==> config.mk <==
export PLATFORM = sky130hd
export DESIGN_NAME = cla16_pipe
export DESIGN_NICKNAME = d
export VERILOG_FILES = /design/src/rtl/cla16_pipe.sv
export SDC_FILE = /design/constraint.sdc
export NUM_CORES = 1
export LEC_CHECK = 0
export ABC_AREA = 1
export CORE_MARGIN = 3
export CORE_UTILIZATION = 50
export CTS_CLUSTER_DIAMETER = 80
export DETAILED_ROUTE_END_ITERATION = 16
export PLACE_DENSITY = 0.79
export SLEW_MARGIN = 10
export SYNTH_ARGS = -nofsm -noshare
export SYNTH_HDL_FRONTEND = slang
export SYNTH_SLANG_ARGS = --single-unit
==> constraint.sdc <==
create_clock -name clk -period 2.7 [get_ports clk]
set_clock_uncertainty 0.15 [all_clocks]
set_input_delay 0.27 -clock clk [delete_from_list [all_inputs] [get_ports clk]]
set_output_delay 0.27 -clock clk [all_outputs]
set_load 0.02 [all_outputs]
==> src/rtl/cla16_pipe.sv <==
// cla16_pipe: two-stage pipelined 16-bit carry-lookahead adder with
// valid/ready handshakes on both sides.
//   Stage 1 registers bitwise propagate/generate and the carry-in.
//   Stage 2 forms group P/G, second-level carries, per-bit carries and
//   registers sum/cout/ovf and the block propagate/generate flags.
// Only WIDTH = 16 is meaningful: 4 groups of 4 bits, two-level lookahead.
module cla16_pipe #(
  parameter int WIDTH = 16
) (
  input  logic             clk,
  input  logic             rst,
  input  logic             in_valid,
  output logic             in_ready,
  input  logic [WIDTH-1:0] a,
  input  logic [WIDTH-1:0] b,
  input  logic             cin,
  output logic             out_valid,
  input  logic             out_ready,
  output logic [WIDTH-1:0] sum,
  output logic             cout,
  output logic             ovf,
  output logic             grp_p,
  output logic             grp_g
);

  localparam int GROUPS = WIDTH / 4;

  // In-group carries c1..c3 from bit propagate/generate and group carry-in.
  // Bit 3 p/g only matter for the group P/G, so they are not passed here.
  function automatic logic [3:0] carry4(input logic [2:0] p,
                                        input logic [2:0] g,
                                        input logic       c0);
    logic [3:0] c;
    c[0] = c0;
    c[1] = g[0] | (p[0] & c0);
    c[2] = g[1] | (p[1] & g[0]) | (p[1] & p[0] & c0);
    c[3] = g[2] | (p[2] & g[1]) | (p[2] & p[1] & g[0])
         | (p[2] & p[1] & p[0] & c0);
    return c;
  endfunction

  // Group generate of a 4-bit slice: a carry leaves the group regardless of c0.
  function automatic logic group_g(input logic [3:0] p,
                                   input logic [3:0] g);
    return g[3] | (p[3] & g[2]) | (p[3] & p[2] & g[1])
         | (p[3] & p[2] & p[1] & g[0]);
  endfunction

  // Second-level carries into each group: index 0 is cin, index 4 is c16.
  function automatic logic [4:0] carry_l2(input logic [3:0] gp,
                                          input logic [3:0] gg,
                                          input logic       c0);
    logic [4:0] c;
    c[0] = c0;
    c[1] = gg[0] | (gp[0] & c0);
    c[2] = gg[1] | (gp[1] & gg[0]) | (gp[1] & gp[0] & c0);
    c[3] = gg[2] | (gp[2] & gg[1]) | (gp[2] & gp[1] & gg[0])
         | (gp[2] & gp[1] & gp[0] & c0);
    c[4] = gg[3] | (gp[3] & gg[2]) | (gp[3] & gp[2] & gg[1])
         | (gp[3] & gp[2] & gp[1] & gg[0])
         | (gp[3] & gp[2] & gp[1] & gp[0] & c0);
    return c;
  endfunction

  // Block generate over the four groups; gp[0] never gates a generate term.
  function automatic logic block_g(input logic [3:1] gp,
                                   input logic [3:0] gg);
    return gg[3] | (gp[3] & gg[2]) | (gp[3] & gp[2] & gg[1])
         | (gp[3] & gp[2] & gp[1] & gg[0]);
  endfunction

  logic             vld_p1;
  logic [WIDTH-1:0] p_p1;
  logic [WIDTH-1:0] g_p1;
  logic             cin_p1;

  logic             s2_en;
  logic             accept;

  logic [GROUPS-1:0] gp;
  logic [GROUPS-1:0] gg;
  logic [GROUPS:0]   gc;
  logic [WIDTH-1:0]  c;
  logic [WIDTH-1:0]  sum_n;
  logic              cout_n;
  logic              ovf_n;
  logic              grp_p_n;
  logic              grp_g_n;

  // Stage 2 advances when empty or draining; stage 1 when it can hand off.
  assign s2_en    = !out_valid | out_ready;
  assign in_ready = !vld_p1 | s2_en;
  assign accept   = in_valid & in_ready;

  // ---- stage 1: register bit propagate/generate and carry-in ----
  // Loads on accept, empties when its contents move on, otherwise holds.
  always_ff @(posedge clk) begin
    if (rst) begin
      vld_p1 <= 1'b0;
      p_p1   <= '0;
      g_p1   <= '0;
      cin_p1 <= 1'b0;
    end else if (accept) begin
      vld_p1 <= 1'b1;
      p_p1   <= a ^ b;
      g_p1   <= a & b;
      cin_p1 <= cin;
    end else if (s2_en) begin
      vld_p1 <= 1'b0;
    end
  end

  // ---- stage 2 combinational: two-level lookahead on stage-1 p/g ----
  // Group P/G first, then group carry-ins, then per-bit carries and sum.
  always_comb begin
    gp      = '0;
    gg      = '0;
    gc      = '0;
    c       = '0;
    for (int k = 0; k < GROUPS; k++) begin
      gp[k] = &p_p1[4*k +: 4];
      gg[k] = group_g(p_p1[4*k +: 4], g_p1[4*k +: 4]);
    end
    gc = carry_l2(gp, gg, cin_p1);
    for (int k = 0; k < GROUPS; k++) begin
      c[4*k +: 4] = carry4(p_p1[4*k +: 3], g_p1[4*k +: 3], gc[k]);
    end
    sum_n   = p_p1 ^ c;
    cout_n  = gc[GROUPS];
    ovf_n   = gc[GROUPS] ^ c[WIDTH-1];
    grp_p_n = &gp;
    grp_g_n = block_g(gp[3:1], gg);
  end

  // ---- stage 2 registers: result and out_valid, frozen while stalled ----
  // Result registers only reload when a valid stage-1 entry moves in.
  always_ff @(posedge clk) begin
    if (rst) begin
      out_valid <= 1'b0;
      sum       <= '0;
      cout      <= 1'b0;
      ovf       <= 1'b0;
      grp_p     <= 1'b0;
      grp_g     <= 1'b0;
    end else if (s2_en) begin
      out_valid <= vld_p1;
      if (vld_p1) begin
        sum   <= sum_n;
        cout  <= cout_n;
        ovf   <= ovf_n;
        grp_p <= grp_p_n;
        grp_g <= grp_g_n;
      end
    end
  end

endmodule

# Word level (Yosys, flattened, before mapping)
# Index checks and enable logic that the tools add are counted.
# Widths: inputs -> output; s select.
[word_totals]
register_bits = 55
output_inout_bits = 22
word_cells = 146
[op_classes]
n_mux = 2
bitwise = 125
reduce_logical = 9
[ops]
columns = ["op", "n"]
rows = [
  ["$and 1x1->1", 73],
  ["$or 1x1->1", 48],
  ["$xor 16x16->16", 2],
  ["$and 16x16->16", 1],
  ["$reduce_and 16->1", 1],
  ["$reduce_and 4->1", 4],
  ["$logic_not 1->1", 2],
  ["$mux 1", 2],
  ["$reduce_and 2->1", 1],
  ["$reduce_bool 2->1", 1],
  ["$xor 1x1->1", 1],
]

# Depth between registers and ports, before layout
[logic_depth]
ltp_word = 11
ltp_mapped = 12

# Worst setup path before layout
# Ideal clock, no wire load.
[synth_path]
kind = "reg-to-reg"
start = "register out_valid"
end = "register p_p1[10]"
arrival_time_ns = 1.431
required_ns = 2.480
slack_ns = 1.050
stages_incl_launch_ff = 7
n_path_buf = 2
cell_sequence = "dfxtp_1 -> nand3_1 -> nand2_1 -> buf_2 -> clkbuf_1 -> o21ai_0 -> a21oi_1"
[synth_via]
elab_chain_len = 4
[synth_rtl]
columns = ["element", "line_no", "source"]
rows = [
  ["start: declaration", "17", "output logic out_valid,"],
  ["start signal: assignment", "146", "out_valid <= vld_p1;"],
  ["$logic_not 1->1", "91", "assign s2_en = !out_valid | out_ready;"],
  ["$or 1x1->1", "91", ""],
  ["$or 1x1->1", "92", "assign in_ready = !vld_p1 | s2_en;"],
  ["named net in_ready", "13", "output logic in_ready,"],
  ["$and 1x1->1", "93", "assign accept = in_valid & in_ready;"],
  ["end signal: assignment", "105", "p_p1 <= a ^ b;"],
  ["end: declaration", "73", "logic [WIDTH-1:0] p_p1;"],
]
# The timed path passes the listed nets, and every way through them passes these cells.
# A chain may end at the register's enable or synchronous reset.

# Worst setup path after layout
[layout_path]
start = "input port out_ready"
end = "output port in_ready"
[layout_via]
elab_chain_len = 2
[layout_rtl]
columns = ["element", "line_no", "source"]
rows = [
  ["start: declaration", "18", "input logic out_ready,"],
  ["$or 1x1->1", "91", ""],
  ["$or 1x1->1", "92", ""],
  ["end: declaration", "13", ""],
]
# No other way between the ends.

==> metrics.txt <==
outcome finished clean; largest area contributor in the netlist dfxtp_1; CP max-delay cell clkdlybuf4s50_1; CTS tree built; worst slack at placement 584 ps; Layout Cells excl Fill 503; setup_tns 0 ps; most frequent CP cell clkdlybuf4s50_1; Core Region 5240 um2; final wirelength 5840 um; ys flop type dfxtp_1; ratio of final minimum period to clock period 70.8%; Syn Nets 436; fin nets 490; Critical Path RT 2280 ps; CTS hold repair buffers 0; Synth Cell Area 2760 um2; synth warn 0; Fillers 479; CTS Buffer Depth 2; top fanout value on the critical path 3; pin count of the biggest net entering global routing 32; Global Route Usage Sum 19.7%; distinct cell type count after synthesis 27; Synth Area in Compound Gates 15.1%; area share of the largest cell type after synthesis 39.9%; peak supply drop 0.289 mV; post-synthesis mux area share 0%; CTS clk-pin slew, worst paths 80 ps; xor-xnor portion of the synthesized cell area 1.90%; # diodes 0; vias in the first global route 2,326; async set or reset register ratio after synthesis 0%; Synth Register Bits 55; Worst Hold Class reg2reg; final setup margin 787 ps; die width 80.3 um; f_max 0.523 GHz; input/output buffers 58; kind of critical path in2out; largest cells by area after synthesis dfxtp_1 40%, nor2_1 11%, ha_1 9.1%; Adder-Cell Fraction of Synth Area 9.06%; most frequent cells in the layout 83 x nor2_1, 58 x clkdlybuf4s50_1, 55 x dfxtp_1; fraction of layout cells with a size suffix above 1 7.62%; Hold WS 311 ps; Synth-to-Final Area Change 26.9%; Leakage 1.62 nW; Sink Count 55; kind of end point of the critical path primary output; largest family of logic cells by synthesized area simple AND/OR/NAND/NOR gates; Starting Density 52.7%; Slew @ Worst Pin 663 ps; worst path cell trace clkdlybuf4s50_1, inv_1, nand3_1, clkdlybuf4s50_1; root buffer cell clkbuf_8; drt first pass iters 5; CTS buffer count 5; DR vias 2,574; critical path's largest stage delay 620 ps; routability cong. 0.877; Arr. time, crit path 1490 ps; initial antenna violation count 0; final setup fails 0; PostCTS Resize Cnt 0; Setup Buffers After CTS 0; commonest non-fill, non-tap cell in the layout nor2_1; Tmin final 1910 ps; Synth Area in Simple Gates 26.7%; PD cells 516 nW/um2; post-DR vias/cell 5.12; Rows 26; synthesized area per cell 7.29 um2; Routed Antenna Nets 0; DR DRC count 0; DR WL/cell 11.6 um; number of I/O pins 59; GRT overflow 0; endpoints failing hold 0; post-synthesis sequential area ratio 39.9%; Post-synth EDFFs 0; RSZ-0062 raised after global routing false; Critical Path Start Type input pin; Die ar. 6450 um2; first-pass GRT wire length 9940 um; CTS H-Tree Depth 2; post-synthesis instance total 379; Slew headroom 55.8%; Cells after DPL 496; Starting DRT DRC Count 164; clk_lat worst skew 310 ps; DP HPWL 4520 um; max-cap violations 0; chip height 80.3 um; Slew Viols, Final 0
-- final timing paths --
check                        start                     to  slack [ps]  depth (start not counted)
max                      out_ready               in_ready         790                          4
min          g_p1[15]$_SDFFE_PP0P_  g_p1[15]$_SDFFE_PP0P_         310                          2
max reg2reg   p_p1[5]$_SDFFE_PP0P_    sum[9]$_SDFFE_PP0P_         920                         10
min reg2reg  g_p1[15]$_SDFFE_PP0P_  g_p1[15]$_SDFFE_PP0P_         310                          2
-- metrics by stage --
step / util, % / power (mW) / area, um2
finish: 66.9 / 1.81 / 3500
global route: 66.9 / 1.90 / 3500
CTS: 66.9 / 1.82 / 3500
detailed placement: 64.9 / 1.31 / 3400
floorplan: - / 1.15 / 2760
global placement: 64.9 / 1.30 / 3400
-- cell type report --
type | count | area, um2 | share of cell area (%)
clock inverter | 1 | 30.0 | 0.857
multi-input combinational | 272 | 1460 | 41.6
timing repair buffer | 63 | 618 | 17.6
sequential | 55 | 1100 | 31.4
clock buffer | 6 | 72.6 | 2.07
tap | 70 | 87.6 | 2.50
inverter | 36 | 135 | 3.86
-- cell usage after synthesis, types with 2 or more instances --
cell	count
nor2_1	83
dfxtp_1	55
o21ai_0	47
nand2_1	46
inv_1	33
a21oi_1	24
ha_1	20
nand3_1	19
clkbuf_1	11
nand2_2	9
buf_2	5
xor2_1	5
inv_2	3
nand3_2	3
a221oi_1	2
nand2_4	2
nor3_1	2
-- layer usage --
metal	GRT usage, %	wire length (um)	vias to the layer above
li1	-	-	1333
met1	24.6	2710	1167
met2	32.9	2730	66
met3	5.04	321	8
met4	6.42	85	0
met5	0	0	-
-- where the power goes --
| group | switching, mW | internal, mW | total (mW) |
|---|---|---|---|
| logic | 0.191 | 0.172 | 0.363 |
| clock network | 0.246 | 0.272 | 0.518 |
| registers | 0.0540 | 0.872 | 0.926 |
-- sequential cells by signal (all words and copies together) (netlist names) --
register and count:
grp_g 1, ovf 1, cout 1, grp_p 1, g_p1 16, vld_p1 1
p_p1 16, cin_p1 1, sum 16, out_valid 1
-- worst max-delay path: cells and delay by family --
kind / cells / cell delay, ps
buffers and inverters: 3 / 1130
AND/OR/NAND/NOR: 1 / 100
-- kinds of logic after synthesis --
| family | after synthesis |
|---|---|
| and+or+nand+nor | 168 |
| buffers and inverters | 52 |
| AOI/OAI and AO/OA | 78 |
| DFF | 55 |
| adders and majority gates | 20 |
| xor gates and xnor gates | 6 |
Power figures use the tool's default switching activity.
